**src/rtl/mem_stage_if.sv**
```systemverilog
// Data-memory bus between the memory-access stage (master) and the memory (slave):
// request/grant for the command phase, rvalid/rdata for the load response.
`ifndef XLEN
`define XLEN 32
`endif
`ifndef REG_IDX_WIDTH
`define REG_IDX_WIDTH 5
`endif
`ifndef INSTR_WIDTH
`define INSTR_WIDTH 32
`endif

interface mem_stage_if;
  logic              req;
  logic              we;
  logic [`XLEN-1:0]  addr;
  logic [`XLEN-1:0]  wdata;
  logic [3:0]        be;
  logic              gnt;
  logic              rvalid;
  logic [`XLEN-1:0]  rdata;

  modport master (output req, we, addr, wdata, be, input gnt, rvalid, rdata);
  modport slave  (input req, we, addr, wdata, be, output gnt, rvalid, rdata);
endinterface

```
**src/rtl/mem_stage.sv**
```systemverilog
// Memory-access stage: runs loads/stores over a req/gnt/rvalid bus with lane
// alignment and sign extension, stalls upstream while busy, registers results to WB.
`ifndef XLEN
`define XLEN 32
`endif
`ifndef REG_IDX_WIDTH
`define REG_IDX_WIDTH 5
`endif
`ifndef INSTR_WIDTH
`define INSTR_WIDTH 32
`endif

module mem_stage (
  input  logic                      clk,
  input  logic                      rst,
  input  logic                      valid_i,
  input  logic [`INSTR_WIDTH-1:0]   instr_i,
  input  logic [`XLEN-1:0]          alu_res_i,
  input  logic [`XLEN-1:0]          rs2_rdata_i,
  input  logic [`REG_IDX_WIDTH-1:0] rd_idx_i,
  input  logic                      rd_en_i,
  input  logic [`XLEN-1:0]          rd_wdata_i,
  output logic                      stall_o,
  mem_stage_if.master               dmem,
  output logic                      wb_valid_o,
  output logic [`REG_IDX_WIDTH-1:0] wb_rd_idx_o,
  output logic                      wb_rd_en_o,
  output logic [`XLEN-1:0]          wb_rd_wdata_o,
  output logic                      misalign_o
);

  localparam logic [1:0] IDLE = 2'd0;
  localparam logic [1:0] REQ  = 2'd1;
  localparam logic [1:0] RSP  = 2'd2;

  function automatic logic [3:0] store_be(input logic [2:0] f3, input logic [1:0] a);
    case (f3[1:0])
      2'b00:   store_be = 4'b0001 << a;
      2'b01:   store_be = 4'b0011 << a;
      default: store_be = 4'b1111;
    endcase
  endfunction

  function automatic logic [`XLEN-1:0] store_data(input logic [2:0] f3, input logic [`XLEN-1:0] rs2);
    case (f3[1:0])
      2'b00:   store_data = {4{rs2[7:0]}};
      2'b01:   store_data = {2{rs2[15:0]}};
      default: store_data = rs2;
    endcase
  endfunction

  function automatic logic [`XLEN-1:0] load_extract(input logic [2:0] f3, input logic [1:0] a,
                                                     input logic [`XLEN-1:0] rdata);
    logic [7:0]  b;
    logic [15:0] h;
    b = rdata[{a, 3'b000} +: 8];
    h = rdata[{a[1], 4'b0000} +: 16];
    case (f3)
      3'b000:  load_extract = {{24{b[7]}}, b};
      3'b001:  load_extract = {{16{h[15]}}, h};
      3'b100:  load_extract = {24'd0, b};
      3'b101:  load_extract = {16'd0, h};
      default: load_extract = rdata;
    endcase
  endfunction

  logic [1:0]                state_q, state_d;
  logic [`XLEN-1:0]          addr_q, addr_d, wdata_q, wdata_d;
  logic [2:0]                fun3_q, fun3_d;
  logic [`REG_IDX_WIDTH-1:0] rd_idx_q, rd_idx_d, wb_idx_q, wb_idx_d;
  logic                      we_q, we_d;
  logic [3:0]                be_q, be_d;
  logic                      wb_valid_q, wb_valid_d, wb_en_q, wb_en_d, mis_q, mis_d;
  logic [`XLEN-1:0]          wb_data_q, wb_data_d;

  logic [6:0] opcode;
  logic [2:0] fun3;
  logic       is_load, is_store, misaligned;
  logic       unused_instr;

  assign opcode = instr_i[6:0];
  assign fun3   = instr_i[14:12];
  assign unused_instr = ^{instr_i[`INSTR_WIDTH-1:15], instr_i[11:7]};

  // Reserved fun3 encodings under the load/store opcodes fall through as non-memory ops.
  assign is_load  = (opcode == 7'b0000011) &&
                    (fun3 == 3'b000 || fun3 == 3'b001 || fun3 == 3'b010 ||
                     fun3 == 3'b100 || fun3 == 3'b101);
  assign is_store = (opcode == 7'b0100011) &&
                    (fun3 == 3'b000 || fun3 == 3'b001 || fun3 == 3'b010);
  assign misaligned = ((fun3[1:0] == 2'b01) && alu_res_i[0]) ||
                      ((fun3[1:0] == 2'b10) && (alu_res_i[1:0] != 2'b00));

  always_comb begin
    state_d    = state_q;
    addr_d     = addr_q;
    wdata_d    = wdata_q;
    fun3_d     = fun3_q;
    rd_idx_d   = rd_idx_q;
    we_d       = we_q;
    be_d       = be_q;
    wb_valid_d = 1'b0;
    mis_d      = 1'b0;
    wb_idx_d   = wb_idx_q;
    wb_en_d    = wb_en_q;
    wb_data_d  = wb_data_q;
    case (state_q)
      IDLE: begin
        if (valid_i) begin
          wb_idx_d = rd_idx_i;
          if ((is_load || is_store) && !misaligned) begin
            state_d  = REQ;
            addr_d   = alu_res_i;
            fun3_d   = fun3;
            rd_idx_d = rd_idx_i;
            we_d     = is_store;
            wdata_d  = store_data(fun3, rs2_rdata_i);
            be_d     = store_be(fun3, alu_res_i[1:0]);
          end else if (is_load || is_store) begin
            wb_valid_d = 1'b1;
            mis_d      = 1'b1;
            wb_en_d    = 1'b0;
          end else begin
            wb_valid_d = 1'b1;
            wb_en_d    = rd_en_i && (rd_idx_i != '0);
            wb_data_d  = rd_wdata_i;
          end
        end
      end
      REQ: begin
        if (dmem.gnt) begin
          if (we_q) begin
            state_d    = IDLE;
            wb_valid_d = 1'b1;
            wb_idx_d   = rd_idx_q;
            wb_en_d    = 1'b0;
          end else begin
            state_d = RSP;
          end
        end
      end
      RSP: begin
        if (dmem.rvalid) begin
          state_d    = IDLE;
          wb_valid_d = 1'b1;
          wb_idx_d   = rd_idx_q;
          wb_en_d    = (rd_idx_q != '0);
          wb_data_d  = load_extract(fun3_q, addr_q[1:0], dmem.rdata);
        end
      end
      default: state_d = IDLE;
    endcase
  end

  always_ff @(posedge clk) begin
    if (rst) begin
      state_q    <= IDLE;
      addr_q     <= '0;
      wdata_q    <= '0;
      fun3_q     <= '0;
      rd_idx_q   <= '0;
      we_q       <= 1'b0;
      be_q       <= '0;
      wb_valid_q <= 1'b0;
      mis_q      <= 1'b0;
      wb_idx_q   <= '0;
      wb_en_q    <= 1'b0;
      wb_data_q  <= '0;
    end else begin
      state_q    <= state_d;
      addr_q     <= addr_d;
      wdata_q    <= wdata_d;
      fun3_q     <= fun3_d;
      rd_idx_q   <= rd_idx_d;
      we_q       <= we_d;
      be_q       <= be_d;
      wb_valid_q <= wb_valid_d;
      mis_q      <= mis_d;
      wb_idx_q   <= wb_idx_d;
      wb_en_q    <= wb_en_d;
      wb_data_q  <= wb_data_d;
    end
  end

  assign stall_o       = (state_q != IDLE);
  assign dmem.req      = (state_q == REQ);
  assign dmem.we       = we_q;
  assign dmem.addr     = {addr_q[`XLEN-1:2], 2'b00};
  assign dmem.wdata    = wdata_q;
  assign dmem.be       = be_q;
  assign wb_valid_o    = wb_valid_q;
  assign wb_rd_idx_o   = wb_idx_q;
  assign wb_rd_en_o    = wb_en_q;
  assign wb_rd_wdata_o = wb_data_q;
  assign misalign_o    = mis_q;

endmodule
```
**src/flat_wrapper.sv**
```systemverilog
// flat-port wrapper written by rule: the top's interface ports become plain ports
module mem_stage_flat 
  (clk, rst, valid_i, instr_i, alu_res_i, rs2_rdata_i, rd_idx_i, rd_en_i, rd_wdata_i, stall_o, wb_valid_o, wb_rd_idx_o, wb_rd_en_o, wb_rd_wdata_o, misalign_o, dmem_req, dmem_we, dmem_addr, dmem_wdata, dmem_be, dmem_gnt, dmem_rvalid, dmem_rdata);
  mem_stage_if dmem_i ();
  input  logic clk;
  input  logic rst;
  input  logic valid_i;
  input  logic [`INSTR_WIDTH-1:0] instr_i;
  input  logic [`XLEN-1:0] alu_res_i;
  input  logic [`XLEN-1:0] rs2_rdata_i;
  input  logic [`REG_IDX_WIDTH-1:0] rd_idx_i;
  input  logic rd_en_i;
  input  logic [`XLEN-1:0] rd_wdata_i;
  output logic stall_o;
  output logic wb_valid_o;
  output logic [`REG_IDX_WIDTH-1:0] wb_rd_idx_o;
  output logic wb_rd_en_o;
  output logic [`XLEN-1:0] wb_rd_wdata_o;
  output logic misalign_o;
  output wire logic [$bits(dmem_i.req)-1:0] dmem_req;
  output wire logic [$bits(dmem_i.we)-1:0] dmem_we;
  output wire logic [$bits(dmem_i.addr)-1:0] dmem_addr;
  output wire logic [$bits(dmem_i.wdata)-1:0] dmem_wdata;
  output wire logic [$bits(dmem_i.be)-1:0] dmem_be;
  input wire logic [$bits(dmem_i.gnt)-1:0] dmem_gnt;
  input wire logic [$bits(dmem_i.rvalid)-1:0] dmem_rvalid;
  input wire logic [$bits(dmem_i.rdata)-1:0] dmem_rdata;
  assign dmem_req = dmem_i.req;
  assign dmem_we = dmem_i.we;
  assign dmem_addr = dmem_i.addr;
  assign dmem_wdata = dmem_i.wdata;
  assign dmem_be = dmem_i.be;
  assign dmem_i.gnt = dmem_gnt;
  assign dmem_i.rvalid = dmem_rvalid;
  assign dmem_i.rdata = dmem_rdata;
  mem_stage u_core (.clk(clk), .rst(rst), .valid_i(valid_i), .instr_i(instr_i), .alu_res_i(alu_res_i), .rs2_rdata_i(rs2_rdata_i), .rd_idx_i(rd_idx_i), .rd_en_i(rd_en_i), .rd_wdata_i(rd_wdata_i), .stall_o(stall_o), .dmem(dmem_i), .wb_valid_o(wb_valid_o), .wb_rd_idx_o(wb_rd_idx_o), .wb_rd_en_o(wb_rd_en_o), .wb_rd_wdata_o(wb_rd_wdata_o), .misalign_o(misalign_o));
endmodule
```
**config.mk**
```make
export PLATFORM = sky130hd
export DESIGN_NAME = mem_stage_flat
export DESIGN_NICKNAME = d
export VERILOG_FILES = /design/src/rtl/mem_stage_if.sv /design/src/rtl/mem_stage.sv /design/src/flat_wrapper.sv
export SDC_FILE = /design/constraint.sdc
export NUM_CORES = 1
export LEC_CHECK = 0
export CORE_MARGIN = 10
export CORE_UTILIZATION = 30
export CTS_CLUSTER_DIAMETER = 150
export DETAILED_ROUTE_END_ITERATION = 7
export PLACE_DENSITY_LB_ADDON = 0.12
export SLEW_MARGIN = 10
export SYNTH_ARGS = -nofsm -noshare
export SYNTH_HDL_FRONTEND = slang
export SYNTH_SLANG_ARGS = --single-unit
export TNS_END_PERCENT = 10
```
**constraint.sdc**
```tcl
create_clock -name clk -period 2.17 [get_ports clk]
set_input_delay 0.434 -clock clk [delete_from_list [all_inputs] [get_ports clk]]
set_output_delay 0.434 -clock clk [all_outputs]
set_load 0.01 [all_outputs]
```
==> summary.txt <==
Run status
  • Status: complete, no violations

Floorplanning
  • Ports: about 280
  • Total Die Area: 26,400 µm²
  • Core ar.: 20,100 µm²
  • Rows: 52
  • Initial Utilization: 30.2%
  • Die Y: 162 µm
  • Die W: 162 µm

Drt
  • DRT antenna net count: 0
  • DR vias: 6,136
  • TritonRoute pass-1 iters: 4
  • Avg Vias per Cell: 4.84
  • Final WL: 23,300 µm
  • DRC errors left: 0
  • Wire per inst: 18.4 µm
  • Initial DRC Count: 354

Setup path
  • CP max stage cell: or3_2
  • CP top delay family: simple AND/OR/NAND/NOR gates
  • Crit. End Element: flip-flop
  • Critical path startpoint category: input pin
  • Crit Path Class: in -> reg
  • Data arrival, critical path: 2.40 ns
  • Bufs and invs on worst path: 2
  • CP cell instances: clkdlybuf4s50_1, nor4b_4, nand4_2, or3_2, buf_12, nand2_1, a21oi_1
  • Req. time, crit path: approximately 2.5 ns
  • Crit path max fanout: 52
  • Critical Path Max Stage Delay: 0.53 ns

Synthesis
  • Avg Inst Size Synth: about 8.3 µm²
  • Compound-gate portion of the synthesized area: 28.6%
  • Yosys cell types: 54
  • Number of synthesized register bits: 119
  • Post-synthesis xor/xnor area fraction: 0%
  • Yosys warnings: 0
  • Adder-Cell Fraction of Synth Area: less than 1%
  • Mux contribution to synthesized area: 5.00%
  • Sequential-to-total area share from yosys stat: 39.2%
  • Main combinational cell family by area after synthesis: compound AO/OA/AOI/OAI gates
  • FFs w/ async S/R, synth: 0%
  • Ys flop type: dfxtp_1
  • Synthesized area: 6080 µm²
  • Post-Synth Simple-Gate Area: roughly 16%
  • Mapped Cells: 733
  • Number of synthesized flops with an enable pin: 0

CTS
  • CTS Buffer Depth: 2
  • Worst-Skew Late Latency: ~0.42 ns
  • Clock transition at path regs: 0.05 ns
  • Clock Sinks: 119
  • CTS buffer count: 17
  • H-tree depth: 4
  • CTS tree: done
  • Clock Root Buffer: clkbuf_16

STA
  • Final Hold Fails: 0
  • Final setup viols: 0
  • Worst Skew: 0.00846 ns
  • Period utilization: 97.7%
  • WHS: between 0.4 and 0.5 ns
  • RSZ-0062 raised after global routing: true
  • Crit path time final: 2.12 ns
  • F_max: between 400 and 500 MHz
  • Fin. max-slew vios: 0

Layout
  • Area grow syn2layout: 58.4%
  • Share of cells above drive strength 1: 13.6%
  • Filler Cell Count: 1,975
  • Design area: about 9600 µm²
  • Core Util, Final: around 48%
  • Nets: 1,156

Global route
  • Grt ovf: 0
  • Tot GR Track Use: 16.9%
  • First-pass GRT wire length: 35,400 µm
  • Vias in the first global route: 6,164
  • Initial antenna violation count: 5
  • Largest net degree at the start of global routing: 71

Power
  • Max VDD drop: 0.000525 V
  • Leakage power: 3.46 nW
  • Pwr Density: 613 nW/µm²

Place
  • Placed wire-length estimate: 17,400 µm
  • Post-DP Area: between 8000 and 9000 µm²
  • Port buffer count: about 260
  • Gpl congestion: 0.823

Hold path
  • Worst hold path class: reg -> reg

Job
  • Max-cap check violation count: 0
[cells in the final DEF, fill, tap and decap left out, types with 4 or more instances in the layout]
cell,n
a21oi_1,95
o211ai_1,17
inv_1,10
clkinvlp_4,4
dfxtp_1,119
a22oi_1,9
a311oi_1,12
nor2_1,61
a22o_1,7
o21ai_0,13
a2111oi_0,5
a211oi_1,22
buf_4,60
clkdlybuf4s50_1,255
nor2b_1,6
buf_12,6
nand2_1,136
nand3_1,17
clkbuf_16,18
mux2i_1,27
o21bai_1,10
clkinv_2,4
o31a_1,7
a31o_2,7
o41ai_2,16
[worst min-delay path: stages, from the launching register on]
cell     delay (ns)
dfxtp_1        0.31
nand2_1        0.05
a21oi_1        0.05
[kinds of logic after synthesis]
family	count (synthesis)
AOI/OAI and AO/OA	236
adders and majority gates	4
other	1
muxes	30
DFF	119
buffers and inverters	108
and+or+nand+nor	235
[synthesized netlist by cell type, types with 13 or more instances]
master	instances	share of area [%]
nand2_1	136	8.4
dfxtp_1	119	39
a21oi_1	95	7.8
nor2_1	61	3.8
buf_4	41	5.1
clkbuf_1	32	2.0
mux2i_1	27	4.4
a211oi_1	22	2.7
nand3_1	17	1.4
o211ai_1	17	2.1
o41ai_2	16	4.3
o21ai_0	13	1.1
[worst paths after layout]
check,from,to,slack (ns),cells after the start
setup / recovery,instr_i[4],u_core.dmem.wdata[28],0.05,7
hold / removal,u_core.dmem.be[0],u_core.dmem.be[0],0.45,2
setup reg to reg,u_core.state_q[1],u_core.dmem.wdata[20],0.18,10
hold reg to reg,u_core.dmem.be[0],u_core.dmem.be[0],0.45,2
[metrics by stage]
step | setup TNS, ns | setup WS, ns | instances | total power [W]
5_1_grt | -0.0547 | -0.0103 | 1266 | 0.00615
3_5_place_dp | -37.18 | -0.433 | 1230 | 0.00317
2_1_floorplan | 0 | 0.148 | 734 | 0.00263
3_3_place_gp | -34.23 | -0.389 | 1230 | 0.00317
6_report | 0 | 0.0498 | 1267 | 0.00590
4_1_cts | 0 | 0.0257 | 1262 | 0.00597
[cell type report]
class / count / area (µm²) / share of cell area, %
clock inverters: 12 / 128 / 1.33
flip-flops and latches: 119 / 2380 / 24.7
repair buffers: 324 / 3170 / 32.9
inverters: 12 / 45.0 / 0.468
clock buffers: 20 / 447 / 4.64
well taps: 270 / 338 / 3.51
multi-input cells: 507 / 3120 / 32.4
diodes: 3 / 7.51 / 0.0779
[power by group]
part | internal, W | total (W) | switching [W]
clock network | 0.00171 | 0.00278 | 0.00106
logic | 0.000495 | 0.000847 | 0.000352
registers | 0.00225 | 0.00228 | 0.0000301
[flip-flops by register name, indices dropped and copies added, names as in the netlist]
register,flops
u_core.rd_idx_q,5
u_core.state_q,2
u_core.dmem.wdata,32
u_core.dmem.be,4
u_core.fun3_q,3
u_core.misalign_o,1
u_core.wb_valid_o,1
u_core.addr_q,32
u_core.wb_rd_idx_o,5
u_core.wb_rd_wdata_o,32
u_core.wb_rd_en_o,1
u_core.dmem.we,1
[layer usage]
layer	routed length (µm)	vias to the layer above	GRT usage, %	part of all wire (%)
met1	9890	2854	20.0	42
li1	-	3082	-	-
met5	27	-	0	0.12
met4	317	4	5.17	1.4
met2	11200	172	27.4	48
met3	1860	24	6.93	8.0
[repair_timing]
item / 4_1_cts / 5_1_grt
endpoints found under the setup margin: 2 / 58
hold buffers: 0 / 0
pin swaps: 0 / 2
gates resized for setup: 2 / 5
setup buffers: 0 / 1
gates cloned: 0 / 1
No activity file was read; power rests on OpenSTA's default activity.
